`config.mk`:
```
export PLATFORM = sky130hd
export DESIGN_NAME = button_input
export DESIGN_NICKNAME = d
export VERILOG_FILES = /design/src/rtl/button_input.sv
export SDC_FILE = /design/constraint.sdc
export NUM_CORES = 1
export LEC_CHECK = 0
export CAP_MARGIN = 20
export CELL_PAD_IN_SITES_DETAIL_PLACEMENT = 2
export CELL_PAD_IN_SITES_GLOBAL_PLACEMENT = 2
export CORE_ASPECT_RATIO = 1.5
export CORE_MARGIN = 5
export CORE_UTILIZATION = 36
export DETAILED_ROUTE_END_ITERATION = 7
export GPL_TIMING_DRIVEN = 0
export PLACE_DENSITY = 0.82
export REMOVE_ABC_BUFFERS = 1
export SLEW_MARGIN = 5
export SYNTH_ARGS = -nofsm -noshare
export SYNTH_HDL_FRONTEND = slang
export SYNTH_SLANG_ARGS = --single-unit
```
`constraint.sdc`:
```
create_clock -name clk -period 1.75 [get_ports clk]
set_input_delay 0.35 -clock clk [delete_from_list [all_inputs] [get_ports clk]]
set_output_delay 0.35 -clock clk [all_outputs]
set_load 0.005 [all_outputs]
```
`src/rtl/button_input.sv`:
```
// Button front end: 2-flop synchronizers, one debounce channel per button,
// and a fire auto-repeat FSM. Every output comes straight from a flop.
module button_input #(
  parameter int DEBOUNCE_CYCLES = 250000,
  parameter int REPEAT_CYCLES   = 0,
  parameter int CNT_W           = 18
) (
  input  logic clk,
  input  logic arst_n,
  input  logic btn_left_raw,
  input  logic btn_right_raw,
  input  logic btn_fire_raw,
  output logic left,
  output logic right,
  output logic fire,
  output logic fire_pulse,
  output logic any_press
);

  localparam logic [0:0] ST_IDLE = 1'b0;
  localparam logic [0:0] ST_HELD = 1'b1;

  localparam logic [CNT_W-1:0] DB_LAST  = CNT_W'(DEBOUNCE_CYCLES - 1);
  localparam logic [CNT_W-1:0] RPT_LAST = CNT_W'(REPEAT_CYCLES - 1);
  localparam logic             RPT_EN   = (REPEAT_CYCLES > 0);

  // Channel index: 0 = left, 1 = right, 2 = fire.
  logic [2:0] raw;

  logic [2:0]            sync1_q, sync1_d;
  logic [2:0]            sync2_q, sync2_d;
  logic [2:0][CNT_W-1:0] cnt_q, cnt_d;
  logic [2:0]            lvl_q, lvl_d;
  logic [2:0]            lvl_prev_q, lvl_prev_d;
  logic                  any_press_q, any_press_d;
  logic [0:0]            state_q, state_d;
  logic [CNT_W-1:0]      rpt_q, rpt_d;
  logic                  fire_pulse_q, fire_pulse_d;

  assign raw = {btn_fire_raw, btn_right_raw, btn_left_raw};

  always_comb begin
    sync1_d = raw;
    sync2_d = sync1_q;
  end

  // The count only advances while the synchronized input disagrees with the
  // debounced level; any agreement restarts it, so glitches never accumulate.
  always_comb begin
    for (int i = 0; i < 3; i++) begin
      cnt_d[i] = '0;
      lvl_d[i] = lvl_q[i];
      if (sync2_q[i] != lvl_q[i]) begin
        if (cnt_q[i] == DB_LAST) begin
          lvl_d[i] = sync2_q[i];
        end else begin
          cnt_d[i] = cnt_q[i] + 1'b1;
        end
      end
    end
  end

  always_comb begin
    lvl_prev_d  = lvl_q;
    any_press_d = |(lvl_q & ~lvl_prev_q);
  end

  // IDLE only ever sees fire high right after it rose, since HELD leaves as
  // soon as fire drops; the repeat counter stays at 0 when repeat is off.
  always_comb begin
    state_d      = state_q;
    rpt_d        = rpt_q;
    fire_pulse_d = 1'b0;
    if (state_q == ST_IDLE) begin
      if (lvl_q[2]) begin
        fire_pulse_d = 1'b1;
        rpt_d        = '0;
        state_d      = ST_HELD;
      end
    end else begin
      if (!lvl_q[2]) begin
        rpt_d   = '0;
        state_d = ST_IDLE;
      end else if (RPT_EN) begin
        if (rpt_q == RPT_LAST) begin
          fire_pulse_d = 1'b1;
          rpt_d        = '0;
        end else begin
          rpt_d = rpt_q + 1'b1;
        end
      end
    end
  end

  always_ff @(posedge clk or negedge arst_n) begin
    if (!arst_n) begin
      sync1_q      <= '0;
      sync2_q      <= '0;
      cnt_q        <= '0;
      lvl_q        <= '0;
      lvl_prev_q   <= '0;
      any_press_q  <= 1'b0;
      state_q      <= ST_IDLE;
      rpt_q        <= '0;
      fire_pulse_q <= 1'b0;
    end else begin
      sync1_q      <= sync1_d;
      sync2_q      <= sync2_d;
      cnt_q        <= cnt_d;
      lvl_q        <= lvl_d;
      lvl_prev_q   <= lvl_prev_d;
      any_press_q  <= any_press_d;
      state_q      <= state_d;
      rpt_q        <= rpt_d;
      fire_pulse_q <= fire_pulse_d;
    end
  end

  assign left       = lvl_q[0];
  assign right      = lvl_q[1];
  assign fire       = lvl_q[2];
  assign fire_pulse = fire_pulse_q;
  assign any_press  = any_press_q;

endmodule

```
# ---- Yosys cells after proc, flatten, opt, wreduce, memory -nomap -nowiden
# Cells that the tools add are included.
dict set report totals {
  elab_cells 35
  ff_bits 69
  in_bits 5
  output_inout_bits 5
}
dict set report op_classes {
  bitwise_logic 2
  mux 8
  n_addsub 3
  n_reduce_logical 4
  eq_ne 6
}
# op n
set op_table {}
lappend op_table {{two-way mux 18 bit} 6}
lappend op_table {{adder 18 x 1 -> 18 bit, second input constant} 3}
lappend op_table {{equality test 18 bit, second input constant} 3}
lappend op_table {{AND reduction 2 bit} 3}
lappend op_table {{AND 3 bit} 1}
lappend op_table {{!= test 1 bit} 3}
lappend op_table {{inverter 3 bit} 1}
lappend op_table {{OR reduction 3 bit} 1}
lappend op_table {{two-way mux 1 bit} 2}

# ---- Logic depth before layout (Yosys ltp)
# Gate-level depths: netlist of the first run.
dict set report logic_depth {
  word_depth 3
  ltp_mapped 6
  depth_no_buf 5
}

# ---- Worst setup path after synthesis of the first run
# Ideal clock, no wire load.
dict set report synth_path {
  kind {reg-to-reg}
  start {register cnt_q[10] (netlist name)}
  end {register cnt_q[9] (netlist name)}
  setup_time_ns 0.119
  required_time_ns 1.631
  period_less_slack_ns 1.796
  path_slack_ns -0.046
  path_buffers 1
  stages_incl_launch_ff 5
  t_arrival_ns 1.678
  path_cell_list {dfrtp_1 or4_4 o41ai_4 buf_6 nor2_1}
}
# item line
set synth_lines {}
lappend synth_lines {{start, declared} 32} ;# logic [2:0][CNT_W-1:0] cnt_q, cnt_d;
lappend synth_lines {{start signal, assigned} 109} ;# cnt_q <= cnt_d;

==> metrics.md, run 1 <==
| Metric | Value |
|---|---|
| DR pass1 iterations | 4 |
| Crit path launch type | flop |
| Overall Global Routing Usage | 18.2% |
| Register bit total from synthesis | 68 |
| Mapped cell area | 3150 µm² |
| Cell breakdown of the critical path | nor4_4, nand2b_1, o41ai_4, buf_6, a21oi_2 |
| Mean routed wirelength per cell | 21.4 µm |
| Register area share after synthesis | 54.1% |
| Worst-Margin Slew | 476 ps |
| Failing checks | setup timing |
| Worst-skew pair later-pin latency | 340 ps |
| TritonCTS clock tree | yes |
| Antenna violations before repair | 0 |
| First-pass GRT wire length | 15100 µm |
| Chip width | 86.3 µm |
| Design Power | 0.00343 W |
| Ratio of cells with drive above 1 in the final layout | 26.5% |
| Inserted Clock Buffers | 9 |
| Reg-to-reg endpoint | cnt_q[17]$_DFF_PN0_ |
| Die ar. | 10700 µm² |
| WHS Path Cells | 0 |
| Worst Hold Launch | sync1_q[1]$_DFF_PN0_ |
| Critical path type | reg2reg |
| Crit Path Max Fanout | 7 |
| Yosys warns | 0 |
| Skew final | 9.23 ps |
| RSZ-0062 raised after global routing | yes |
| Buf/Inv on CP | 1 |
| Hold Path Class | reg2reg |
| DR vias/cell | 5.46 |
| Cell family with most CP delay | compound AO/OA/AOI/OAI gates |
| Slew Limit Headroom | 68.0% |
| GR Overflow Total | 0 |
| Multi-input gate area | 1550 µm² |
| HPWL after detailed placement | 5400 µm |
| Post-route DRC | 0 |
| Mapped Cells | 304 |
| Fin crit share | 103% |
| PortBufs | 9 |
| Final antenna-violating net count | 0 |
| Max VDD drop | 0.668 mV |
| Sinks on Clock Net | 68 |
| Worst Hold Path EP | sync2_q[1]$_DFF_PN0_ |
| Register Area | 1710 µm² |
| Final WL | 9880 µm |
| Max Cap Viol | 0 |
| Die height | 125 µm |
| Initial cell density of the core | 37.2% |
| WP data required | 1950 ps |
| Largest net degree at the start of global routing | 51 |
| Crit path DAT | 2010 ps |
| Row count | 41 |
| Reg-to-reg startpoint | cnt_q[4]$_DFF_PN0_ |
| Instance area after placement | 3400 µm² |
| Layout fillers | 852 |
| R2R setup slack | -60 ps |
| Worst reg-to-reg path cell count | 5 |
| Final nets | 359 |
| Clock buffer depth | 2 |
| Vias | 2522 |
| H-tree levels | 3 |
| Final Wtd Congestion | 0.732 |
| Setup violators final | 18 |
| Setup crit end kind | flop |
| Clock period minus worst slack | 1810 ps |
| Vias in the first global route | 2851 |
| Final Max Slew Viols | 0 |
| Leakage | 1.63 nW |
| Initial DRC count | 80 |
| Synthesized area per cell | 10.4 µm² |
| Slowest CP cell | o41ai_4 |
| Distinct cells, synth | 35 |
| Power per cell area | 838 nW/µm² |
| Fin area | 4090 µm² |
| Final worst slack | -58.1 ps |
| Ports | 10 |
| Number of hold violations in the final report | 0 |
| CP peak stage delay | 510 ps |
| Ant diodes | 0 |
| Synth-to-Final Area Change | 30.1% |
| Status | finished with violations |
| Core box area | 8460 µm² |
| Clk slew on worst S/H paths | 50 ps |
| Fmax achieved | 553 MHz |
| Root Driver | clkbuf_16 |
-- worst max-delay path by stage --
stage | startpoint | end | slack (ps) | cells after the start
after floorplan | cnt_q[18]$_DFF_PN0_ | cnt_q[20]$_DFF_PN0_ | -200 | 4
after global placement | arst_n | cnt_q[0]$_DFF_PN0_ | -2000 | 1
after detailed placement | cnt_q[0]$_DFF_PN0_ | cnt_q[10]$_DFF_PN0_ | -680 | 4
after CTS | cnt_q[11]$_DFF_PN0_ | cnt_q[2]$_DFF_PN0_ | -50 | 4
after global routing | cnt_q[4]$_DFF_PN0_ | cnt_q[11]$_DFF_PN0_ | -70 | 5
final | cnt_q[4]$_DFF_PN0_ | cnt_q[17]$_DFF_PN0_ | -60 | 5
-- worst reg2reg max path, cell delays in order (launching register included) --
cell and delay, ps:
dfrtp_2 460, nor4_4 270, nand2b_1 150, o41ai_4 510, buf_6 230, a21oi_2 60
-- cell usage after synthesis --
| master | n | area share [%] |
|---|---|---|
| ha_1 | 3 | 1.2 |
| mux2_2 | 3 | 1.1 |
| or3_4 | 1 | 0.36 |
| nand3_1 | 18 | 2.9 |
| o21ai_0 | 4 | 0.64 |
| nor4_1 | 18 | 3.6 |
| nor3_1 | 10 | 1.6 |
| nor2b_1 | 2 | 0.40 |
| xnor2_1 | 35 | 9.7 |
| buf_6 | 1 | 0.36 |
| nor4b_1 | 2 | 0.56 |
| nand3b_1 | 1 | 0.24 |
| or4_1 | 1 | 0.24 |
| buf_2 | 1 | 0.16 |
| and4_1 | 2 | 0.56 |
| nor2_1 | 57 | 6.8 |
| a31o_2 | 1 | 0.28 |
| inv_1 | 13 | 1.6 |
| a21oi_1 | 6 | 0.95 |
| dfrtp_1 | 68 | 54 |
| buf_4 | 1 | 0.24 |
| or4_4 | 1 | 0.36 |
| nand2b_1 | 1 | 0.20 |
| xor2_1 | 11 | 3.1 |
| o41ai_2 | 1 | 0.52 |
| nand4_4 | 1 | 0.68 |
| and3_1 | 2 | 0.40 |
| or3_1 | 4 | 0.80 |
| o21ai_1 | 1 | 0.16 |
| nand4_1 | 16 | 3.2 |
| o31ai_1 | 1 | 0.24 |
| or4b_1 | 1 | 0.32 |
| o41ai_4 | 1 | 0.87 |
| nand2_1 | 13 | 1.6 |
| clkbuf_1 | 2 | 0.24 |
-- layout by cell type, fill, tap and decap left out, drive strengths merged, types with 5 or more instances in the layout --
| cell type | n |
|---|---|
| dfrtp | 68 |
| clkdlybuf4s50 | 8 |
| nor3 | 10 |
| nor2 | 57 |
| o21ai | 5 |
| xor2 | 11 |
| xnor2 | 35 |
| nor4 | 18 |
| or3 | 5 |
| buf | 32 |
| clkbuf | 10 |
| nand3 | 18 |
| nand4 | 17 |
| nand2 | 13 |
| a21oi | 6 |
| clkinv | 5 |
| inv | 13 |
-- metal layers --
layer	global-route usage (%)	wire [µm]	share of wire, %
met1	19.7	3700	37
met2	32.6	5620	57
met3	4.57	235	2.4
met4	7.89	330	3.3
met5	0	0	0
-- power by group --
group          internal, W  switching [W]
clock network     0.000980       0.000669
registers          0.00160      0.0000238
logic            0.0000641      0.0000959
total              0.00264       0.000789
-- per-stage QoR --
step / util [%] / worst slack [ps] / setup TNS (ps) / instances / hold slack (ps)
after floorplan: - / -198 / -5510 / 299 / 54.4
after global placement: 39.5 / -2000 / -168400 / 415 / 338
after detailed placement: 40.1 / -676 / -18340 / 418 / 255
after CTS: 45.7 / -47.3 / -104 / 450 / 355
after global routing: 48.4 / -74.7 / -1090 / 462 / 364
final: 48.4 / -58.1 / -622 / 462 / 358
-- area by class of cell --
cell class / count / area share [%]
tap: 107 / 3.27
clock buffer: 10 / 5.84
multi-input combinational: 218 / 37.9
timing repair buffer: 41 / 9.23
inverter: 13 / 1.19
sequential: 68 / 41.9
clock inverter: 5 / 0.703
-- timing repair --
item / 4_1_cts / 5_1_grt
hold endpoints to repair: 18 / 0
setup buffers: 16 / 12
pin swaps: 15 / 9
hold buffers: 1 / 0
resized for setup: 19 / 31
endpoints found under the setup margin: 56 / 49
cloned: 0 / 0
-- state kept, by name, summed over array words and instances (netlist names) --
register / flops
sync1_q: 3
sync2_q: 3
lvl_prev_q: 3
cnt_q: 54
lvl_prev_d: 3
any_press: 1
fire_pulse: 1
-- kinds of logic after synthesis --
| kind of cell | synth area share [%] |
|---|---|
| simple gates | 24.7 |
| fa+ha+maj | 1.19 |
| flops | 54.1 |
| mux | 1.07 |
| compound gates | 3.66 |
| buf+inv | 2.54 |
| xor+xnor | 12.8 |
Note: power is estimated with default switching activity, not from simulation.
==> run 2, diff against run 1 <==
--- a/config.mk
+++ b/config.mk
@@ -14,7 +14,6 @@
 export DETAILED_ROUTE_END_ITERATION = 7
 export GPL_TIMING_DRIVEN = 0
 export PLACE_DENSITY = 0.82
-export REMOVE_ABC_BUFFERS = 1
 export SLEW_MARGIN = 5
 export SYNTH_ARGS = -nofsm -noshare
 export SYNTH_HDL_FRONTEND = slang
==> run 2 against run 1 <==
Effect of this change: the flow still finishes with violations (setup timing); flip-flop and latch count unchanged; non-clock buffer count up 4; combinational power up 12%; power up 3.6%; register-to-register slack worse by 70 ps; worst setup slack worse by 68 ps; first-iteration DRC count up 53%; clock power up 6%; sequential share of layout area down 1.0 points; highest routed layer unchanged; hold slack better by 1.1 ps.
==> metrics.md, run 2 (synthesized netlist as in run 1, its figures left out) <==
| Metric | Value |
|---|---|
| Sinks on Clock Net | 68 (unchanged) |
| Critical path type | reg2reg |
| Final worst slack | -126 ps (-68.0 ps) |
| Met1 usage | 20.8% (+1.0 points) |
| Most common cell after layout, fill and taps aside | dfrtp_1 |
| Final Wtd Congestion | 0.767 (+4.7%) |
| Biggest register | cnt_q |
| Leakage | 1.64 nW (+0.33%) |
| Largest net degree at the start of global routing | 39 (-24%) |
| Status | finished with violations |
| Multi-input gate area | 1620 µm² (+4.2%) |
| RSZ-0062 raised after global routing | yes |
| TritonCTS clock tree | yes |
| Fin crit share | 107% (+3.9 points) |
| Synthesized net count | 312 |
| Seq pwr share | 45.7% (-1.6 points) |
| Initial cell density of the core | 37.2% (unchanged) |
| Setup TNS | -1940 ps (-1320 ps) |
| DR vias/cell | 5.50 (+0.73%) |
| Final antenna-violating net count | 0 (unchanged) |
| Worst-Margin Slew | 488 ps (+11.9 ps) |
| Vias | 2568 (+1.8%) |
| DP Cell Count | 421 (+0.72%) |
| Ratio of cells with drive above 1 in the final layout | 33.1% (+6.6 points) |
| Crit path launch type | flop |
| Root Driver | clkbuf_16 |
| Core box area | 8460 µm² (unchanged) |
| Final Max Slew Viols | 0 (unchanged) |
| Met3 Use GR | 4.50% (-0.066 points) |
| Initial DRC count | 122 (+53%) |
| H-tree levels | 3 (unchanged) |
| Int Power | 0.00275 W (+3.9%) |
| WP data required | 1960 ps (about the same) |
| Final WL | 10900 µm (+9.8%) |
| HPWL after detailed placement | 5450 µm (+0.96%) |
| Post-route DRC | 0 (unchanged) |
| Die height | 125 µm (unchanged) |
| Crit path DAT | 2080 ps (+70 ps) |
| Failing checks | setup timing |
| Clock buffer depth | 2 (unchanged) |
| Most Crowded Layer GR | met2 |
| Mean routed wirelength per cell | 23.2 µm (+8.6%) |
| Layout fillers | 846 (-0.70%) |
| Vias in the first global route | 2829 (-0.77%) |
| Cell breakdown of the critical path | nor4_4, nand2b_1, o41ai_4, buf_6, buf_8, a21oi_4 |
| Slew Limit Headroom | 67.2% (-0.80 points) |
| Clock period minus worst slack | 1880 ps (+68.0 ps) |
| GR Layer Usage met2 | 31.9% (-0.72 points) |
| Chip width | 86.3 µm (unchanged) |
| Max Cap Viol | 0 (unchanged) |
| Max VDD drop | 0.717 mV (+7.4%) |
| Setup crit end kind | flop |
| Inserted Clock Buffers | 9 (unchanged) |
| Final nets | 363 (+1.1%) |
| DR pass1 iterations | 4 (unchanged) |
| Net Switching | 0.000809 W (+2.6%) |
| Clk slew on worst S/H paths | 60 ps (about the same) |
| Largest register FFs | 54 (unchanged) |
| Power per cell area | 841 nW/µm² (+0.40%) |
| Crit Path Max Fanout | 6 (-1) |
| Instance area after placement | 3400 µm² (+0.11%) |
| Most frequent cells in the layout | 49 x dfrtp_1, 35 x xnor2_1, 35 x nor2_1, 28 x buf_4, 19 x dfrtp_2 |
| GR Overflow Total | 0 (unchanged) |
| Synth-to-Final Area Change | 34.2% |
| Number of hold violations in the final report | 0 (unchanged) |
| Overall Global Routing Usage | 18.1% (-0.12 points) |
| Row count | 41 (unchanged) |
| Fin area | 4220 µm² (+3.2%) |
| PortBufs | 9 (unchanged) |
| Register Area | 1730 µm² (+0.73%) |
| Setup violators final | 20 (+2) |
| Cell Count, Final, Fillers Out | 467 (+1.1%) |
| Die ar. | 10700 µm² (unchanged) |
| Clk pwr share | 49.2% (+1.1 points) |
| Antenna violations before repair | 0 (unchanged) |
| Fmax achieved | 533 MHz (-3.6%) |
| Hold Path Class | reg2reg |
| Skew final | 5.57 ps (-3.66 ps) |
| Final hold slack | 359 ps (+1.06 ps) |
| Worst-skew pair later-pin latency | 340 ps (about the same) |
| CP peak stage delay | 470 ps (-40 ps) |
| Slowest CP cell | dfrtp_2 |
| First-pass GRT wire length | 15000 µm (-0.82%) |
| Sw frac | 22.8% (-0.22 points) |
| Post-Place Setup Slack | -467 ps (+209 ps) |
| Comb pwr share | 5.1% (+0.4 points) |
| Ant diodes | 0 (unchanged) |
| Ports | 10 (unchanged) |
run 2: cell count changes in the layout (fill, tap and decap cells not counted), sizes merged:
cell | before | now
buf | 32 | 35
clkbuf | 10 | 16
clkinv | 5 | 1
run 2: path summary, 6_finish.rpt:
check,startpoint,to,slack (ps),cells after the start
setup / recovery,cnt_q[9]$_DFF_PN0_,cnt_q[5]$_DFF_PN0_,-130,6
hold / removal,sync1_q[0]$_DFF_PN0_,sync2_q[0]$_DFF_PN0_,360,0
setup reg to reg,cnt_q[9]$_DFF_PN0_,cnt_q[5]$_DFF_PN0_,-130,6
hold reg to reg,sync1_q[0]$_DFF_PN0_,sync2_q[0]$_DFF_PN0_,360,0
max in group asynchronous,arst_n,cnt_q[4]$_DFF_PN0_,690,3
min in group asynchronous,arst_n,cnt_q[29]$_DFF_PN0_,490,2
run 2: cell type report:
type	instances	share of cell area (%)
sequential	68	40.8
multi-input combinational	218	38.3
timing repair buffer	42	8.95
clock buffer	15	6.58
tap	107	3.17
inverter	13	1.16
buffer	3	0.918
clock inverter	1	0.118
run 2: power groups by stage:
stage               Clock [W]  Combinational, W  Sequential (W)
floorplan                   0         0.0000542         0.00164
global placement            0          0.000108         0.00164
detailed placement          0          0.000118         0.00165
CTS                   0.00176          0.000148         0.00162
global route          0.00185          0.000197         0.00163
finish                0.00175          0.000180         0.00163
run 2: timing repair:
action                                  in CTS  in global routing
cloned                                       2                  0
endpoints found under the hold margin       30                  0
hold buffers                                 1                  0
resized for setup                           42                 41
pin swaps                                   26                 13
endpoints found under the setup margin      56                 59
buffers inserted                            15                 14
run 2: metal layers:
metal | routed length (µm) | part of all wire (%)
met4 | 386 | 3.6
met3 | 259 | 2.4
met2 | 6090 | 56
met1 | 4120 | 38
met5 | 0 | 0
run 2: worst max-delay path, delay by kind of cell, from the launching register on:
family                 cells  cell delay [ps]
and+or+nand+nor            2              500
DFF                        1              470
AOI/OAI and AO/OA          2              440
buffers and inverters      2              340
run 2: stage by stage:
step	power, W	util (%)
after floorplan	0.00169	-
after global placement	0.00175	40.0
after detailed placement	0.00176	40.2
after CTS	0.00352	46.6
after global routing	0.00367	49.9
final	0.00355	49.9
==> run 3, diff against run 2 <==
--- a/config.mk
+++ b/config.mk
@@ -14,7 +14,7 @@
 export DETAILED_ROUTE_END_ITERATION = 7
 export GPL_TIMING_DRIVEN = 0
 export PLACE_DENSITY = 0.82
-export SLEW_MARGIN = 5
+export SLEW_MARGIN = 20
 export SYNTH_ARGS = -nofsm -noshare
 export SYNTH_HDL_FRONTEND = slang
 export SYNTH_SLANG_ARGS = --single-unit
==> results of run 3 <==
No change in the layout: final DEF, timing and power equal those of run 2.
